<file path="src/rtl/prng_lfsr_ticker.sv">
// Prescaled 8-bit Galois LFSR ticker: free-running tick/clk1hz plus an enabled LFSR step with wrap flag.
// Optional seed load (SEED_IN/LOAD ports) is compiled in when PRNG_SEED_LOAD_EN is defined.
module prng_lfsr_ticker #(
  parameter int unsigned       WIDTH = 8,
  parameter logic [WIDTH-1:0]  TAPS  = 8'hB8,
  parameter logic [WIDTH-1:0]  SEED  = 8'h01,
  parameter int unsigned       DIV   = 50000000
) (
  input  logic             CLK,
  input  logic             RST_N,
  input  logic             EN,
`ifdef PRNG_SEED_LOAD_EN
  input  logic [WIDTH-1:0] SEED_IN,
  input  logic             LOAD,
`endif
  output logic [WIDTH-1:0] OUT,
  output logic             TICK,
  output logic             clk1hz,
  output logic             STEP,
  output logic             WRAP
);

  localparam int unsigned CW = (DIV > 1) ? $clog2(DIV) : 1;

  logic [CW-1:0]    cnt_q, cnt_d;
  logic [WIDTH-1:0] lfsr_q, lfsr_d;
  logic             tick_q, tick_d;
  logic             clk1hz_q, clk1hz_d;
  logic             step_q, step_d;
  logic             wrap_q, wrap_d;
  logic             tick_int;
  logic [WIDTH-1:0] shifted;

  always_comb begin
    tick_int = (cnt_q == CW'(DIV - 1));
    cnt_d    = tick_int ? '0 : cnt_q + CW'(1);
    tick_d   = tick_int;
    clk1hz_d = tick_int ? ~clk1hz_q : clk1hz_q;

    // An all-zero state would lock the LFSR, so it is replaced by SEED.
    if (lfsr_q == '0) begin
      shifted = SEED;
    end else begin
      shifted = (lfsr_q >> 1) ^ (lfsr_q[0] ? TAPS : '0);
    end

    lfsr_d = lfsr_q;
    step_d = 1'b0;
    if (tick_int && EN) begin
      lfsr_d = shifted;
      step_d = 1'b1;
    end
`ifdef PRNG_SEED_LOAD_EN
    if (LOAD) begin
      lfsr_d = (SEED_IN == '0) ? SEED : SEED_IN;
      step_d = 1'b1;
    end
`endif
    wrap_d = step_d && (lfsr_d == SEED);
  end

  always_ff @(posedge CLK or negedge RST_N) begin
    if (!RST_N) begin
      cnt_q    <= '0;
      lfsr_q   <= SEED;
      tick_q   <= 1'b0;
      clk1hz_q <= 1'b0;
      step_q   <= 1'b0;
      wrap_q   <= 1'b0;
    end else begin
      cnt_q    <= cnt_d;
      lfsr_q   <= lfsr_d;
      tick_q   <= tick_d;
      clk1hz_q <= clk1hz_d;
      step_q   <= step_d;
      wrap_q   <= wrap_d;
    end
  end

  assign OUT    = lfsr_q;
  assign TICK   = tick_q;
  assign clk1hz = clk1hz_q;
  assign STEP   = step_q;
  assign WRAP   = wrap_q;

endmodule

</file>
<file path="config.mk">
export PLATFORM = sky130hd
export DESIGN_NAME = prng_lfsr_ticker
export DESIGN_NICKNAME = d
export VERILOG_FILES = /design/src/rtl/prng_lfsr_ticker.sv
export SDC_FILE = /design/constraint.sdc
export NUM_CORES = 1
export LEC_CHECK = 0
export CAP_MARGIN = 30
export CORE_MARGIN = 8
export CORE_UTILIZATION = 50
export DETAILED_ROUTE_END_ITERATION = 10
export PLACE_DENSITY = 0.7
export SYNTH_ARGS = -nofsm -noshare
export SYNTH_HDL_FRONTEND = slang
export SYNTH_SLANG_ARGS = --single-unit
</file>
<file path="constraint.sdc">
create_clock -name CLK -period 2.2 [get_ports CLK]
set_input_delay 0.22 -clock CLK [delete_from_list [all_inputs] [get_ports CLK]]
set_output_delay 0.22 -clock CLK [all_outputs]
set_load 0.03 [all_outputs]
</file>
==> results.md <==
- Outcome: complete, no violations
- Post-Syn Area per Cell: about 11 sq um
- Critical path type: register to register
- Origin of the worst setup path: cnt_q[0]
- Nets: approximately 180
- Post-Syn Instances: ~160
- Routed wire length: 3.45 mm
- CP arrival: approximately 2.2 ns
- Count of pins over their slew limit: 0
- Nature of the critical path endpoint: register
- Drc violations: 0
- Max Buffers Root-to-Sink: 2
- Simple-Gate Fraction of Synth Area: 0.243
- Total die area: 5780 sq um
- Die Wd: 76.0 um
- Largest cells by area after synthesis: dfrtp_1 51%, xor2_1 5.3%, mux2_2 5.0%, xnor2_1 4.9%, nand4_1 4.2%
- ANT nets after route: 0
- TritonRoute pass-1 iters: 4
- Achievable clock frequency: just over 0.5 GHz
- Setup Buffers After CTS: 0
- Mapped Area: approximately 1800 sq um
- Vias in the first global route: between 1000 and 1500
- Leading area contributor after synthesis: dfrtp_1
- Post-synth ARST share: 1.00
- Yosys top cell area share: 0.514
- Max Clock Skew: between 0.015 and 0.02 ns
- Post-synthesis register bit count: 38
- Synth Warn #: 0
- First-pass GRT wire length: between 6 and 7 mm
- Post-cts resize count: 0
- Core area: between 3000 and 4000 sq um
- Clock Sinks: 38
- Placed cell count: 220
- Area share of xor/xnor cells in the synthesized design: 0.102
- Initial antenna violation count: 0
- Via/cell ratio: 5.60
- Finished Layout Cells: approximately 230
- Register area share after synthesis: 0.528
- Cts hold-fix bufs: 0
- Mean routed wirelength per cell: 15.1 um
- P per Cell Area: approximately 530 nW/um^2
- Peak supply drop: 440 uV
- Die H: ~76 um
- Post-route minimum period: approximately 1.9 ns
- N_diodes: 0
- Largest net degree at the start of global routing: 39
- Placer Congestion: between 0.8 and 0.9
- Detailed placement HPWL: between 2 and 3 mm
- Yosys cell types: 36
- CTS tree: built
- Worst flop-to-flop path startpoint: cnt_q[0]
- RSZ-0062 raised after global routing: false
- Final hold viol count: 0
- Setup TNS: 0 ns
- Worst min-delay path category: input pin to asynchronous set/reset pin
- Max-cap violations: 0
- Worst Path Required: around 2.5 ns
- Adder-cell share of the synthesized area: 0.00694
- Crit Path Max Fanout: 8
- Fraction of final layout cells sized beyond drive strength 1: 0.161
- Mux contribution to synthesized area: 0.0778
- GRT Total Usage: 0.127
- Clk Latency, worst-skew pair: roughly 0.35 ns
- Row cnt: 22
- Post-synth EDFFs: 0
- Clock transition at the registers of the reported paths: approximately 0.12 ns
- Largest family of logic cells by synthesized area: simple AND/OR/NAND/NOR gates
- Via count: between 1000 and 1500
- Synth-to-Final Area Change: 15.6%
- IO Pins: 15
- Syn_nets: 161
- Initial core utilization: 0.507
- Power after layout: roughly 1.1 mW
- Setup-failing EPs final: 0
- DR iter-0 viols: 64
- Slew @ Worst Pin: about 0.47 ns
- Num CTS Buffers: 5
- Main synth FF type: dfrtp_1
- Remaining global-route overflow: 0
- Compound-Gate Fraction of Synth Area: 0.0285
- Static Leakage: about 0.95 nW
- H-tree levels: 2
- Slew headroom: 0.686
- Setup crit start kind: register
- IO Port Bufs: 14
- Tcrit/Tclk final: 0.882
- Clock root cell: clkbuf_4
[per-stage QoR]
stage,cell area (sq um),hold WS [ns],util,worst slack (ns)
after floorplan,1800,-0.0756,-,0.261
after global placement,2020,0.456,0.569,0.317
after detailed placement,2020,0.461,0.569,0.252
after CTS,2080,0.291,0.587,0.235
after global routing,2080,0.327,0.587,0.109
final,2080,0.283,0.587,0.259
[metal layers]
metal | part of all wire | global-route usage | routed length [um] | vias to the layer above
met5 | 0 | 0 | 0 | -
met4 | 0.010 | 0.0471 | 36 | 0
met3 | 0.035 | 0.0425 | 119 | 3
met2 | 0.50 | 0.194 | 1720 | 16
met1 | 0.46 | 0.163 | 1570 | 636
li1 | - | - | - | 621
[kinds of logic (layout without fill, tap and decap cells)]
| logic type | count (synthesis) | in the layout |
|---|---|---|
| AOI/OAI and AO/OA | 9 | 9 |
| xor gates and xnor gates | 21 | 21 |
| adders and majority gates | 1 | 1 |
| buffers and inverters | 6 | 29 |
| DFF | 38 | 38 |
| muxes | 13 | 13 |
| and+or+nand+nor | 69 | 69 |
[worst max-delay path, stage by stage (launching register included)]
cell     delay [ns]
dfrtp_1        0.42
ha_1           0.22
and3_1         0.30
nand3_2        0.15
nor3_4         0.38
mux2_2         0.38
[synthesized netlist by cell type, types with 2 or more instances]
master,instances
xnor2_1,10
nand2_1,6
and4_1,3
nand4_1,12
o21ai_0,6
and3_1,3
xor2_1,11
inv_1,3
or3_1,2
dfrtp_1,37
nor4_1,5
nor2_1,11
or4_1,2
mux2_2,8
mux2i_1,5
nand3_1,9
nor3_1,5
[cell type report]
cell class                 instances  area [sq um]
inverter                           3          11.3
fill                             306          1470
clock inverter                     2          12.5
tap                               48          60.1
multi-input combinational        113           826
clock buffer                       6          51.3
sequential                        38           952
timing repair buffer              18           170
[power by group]
group          total [mW]  internal, mW  leakage, nW  switching, mW
Sequential          0.698         0.698        0.513              0
Clock               0.387         0.154       0.0343          0.234
Combinational      0.0190       0.00440        0.402         0.0146
Total                1.10         0.856        0.950          0.248
[placed cells by master (no fill, tap or decap)]
cell type         n
a2bb2o_1          1
nor2_1           11
dfstp_2           1
xor2_1           11
o22ai_1           1
nor3_4            1
o21ai_0           6
nor4_1            5
inv_1             3
and3_2            1
dfrtp_1          37
a21oi_1           1
or4_1             2
nand3_1           9
and3_1            3
nand2b_1          1
nand3_2           1
nand4_2           1
clkbuf_4          5
nor2b_1           1
xnor2_1          10
and2_1            1
nand4_4           1
or4_4             1
clkinvlp_4        1
clkbuf_8          1
and4_1            3
ha_1              1
or3_1             2
mux2i_1           5
buf_4             4
nor4b_2           1
nor3_1            5
clkdlybuf4s50_1  14
mux2_2            8
nand2_1           6
clkinv_2          1
and4bb_2          1
nand4_1          12
[worst paths after layout]
kind                       endpoint  cells after the start  slack (ns)
max                          OUT[1]                      5        0.26
min                            TICK                      2        0.28
max reg2reg                  OUT[1]                      5        0.26
min reg2reg                  clk1hz                      1        0.48
max in group asynchronous    OUT[0]                      2        1.56
min in group CLK             clk1hz                      1        0.48
[state kept, by name (all words and copies together) (netlist names)]
| register | flops |
|---|---|
| WRAP | 1 |
| clk1hz | 1 |
| cnt_q | 26 |
| TICK | 1 |
| STEP | 1 |
| OUT | 8 |
No activity file was read; power rests on OpenSTA's default activity.
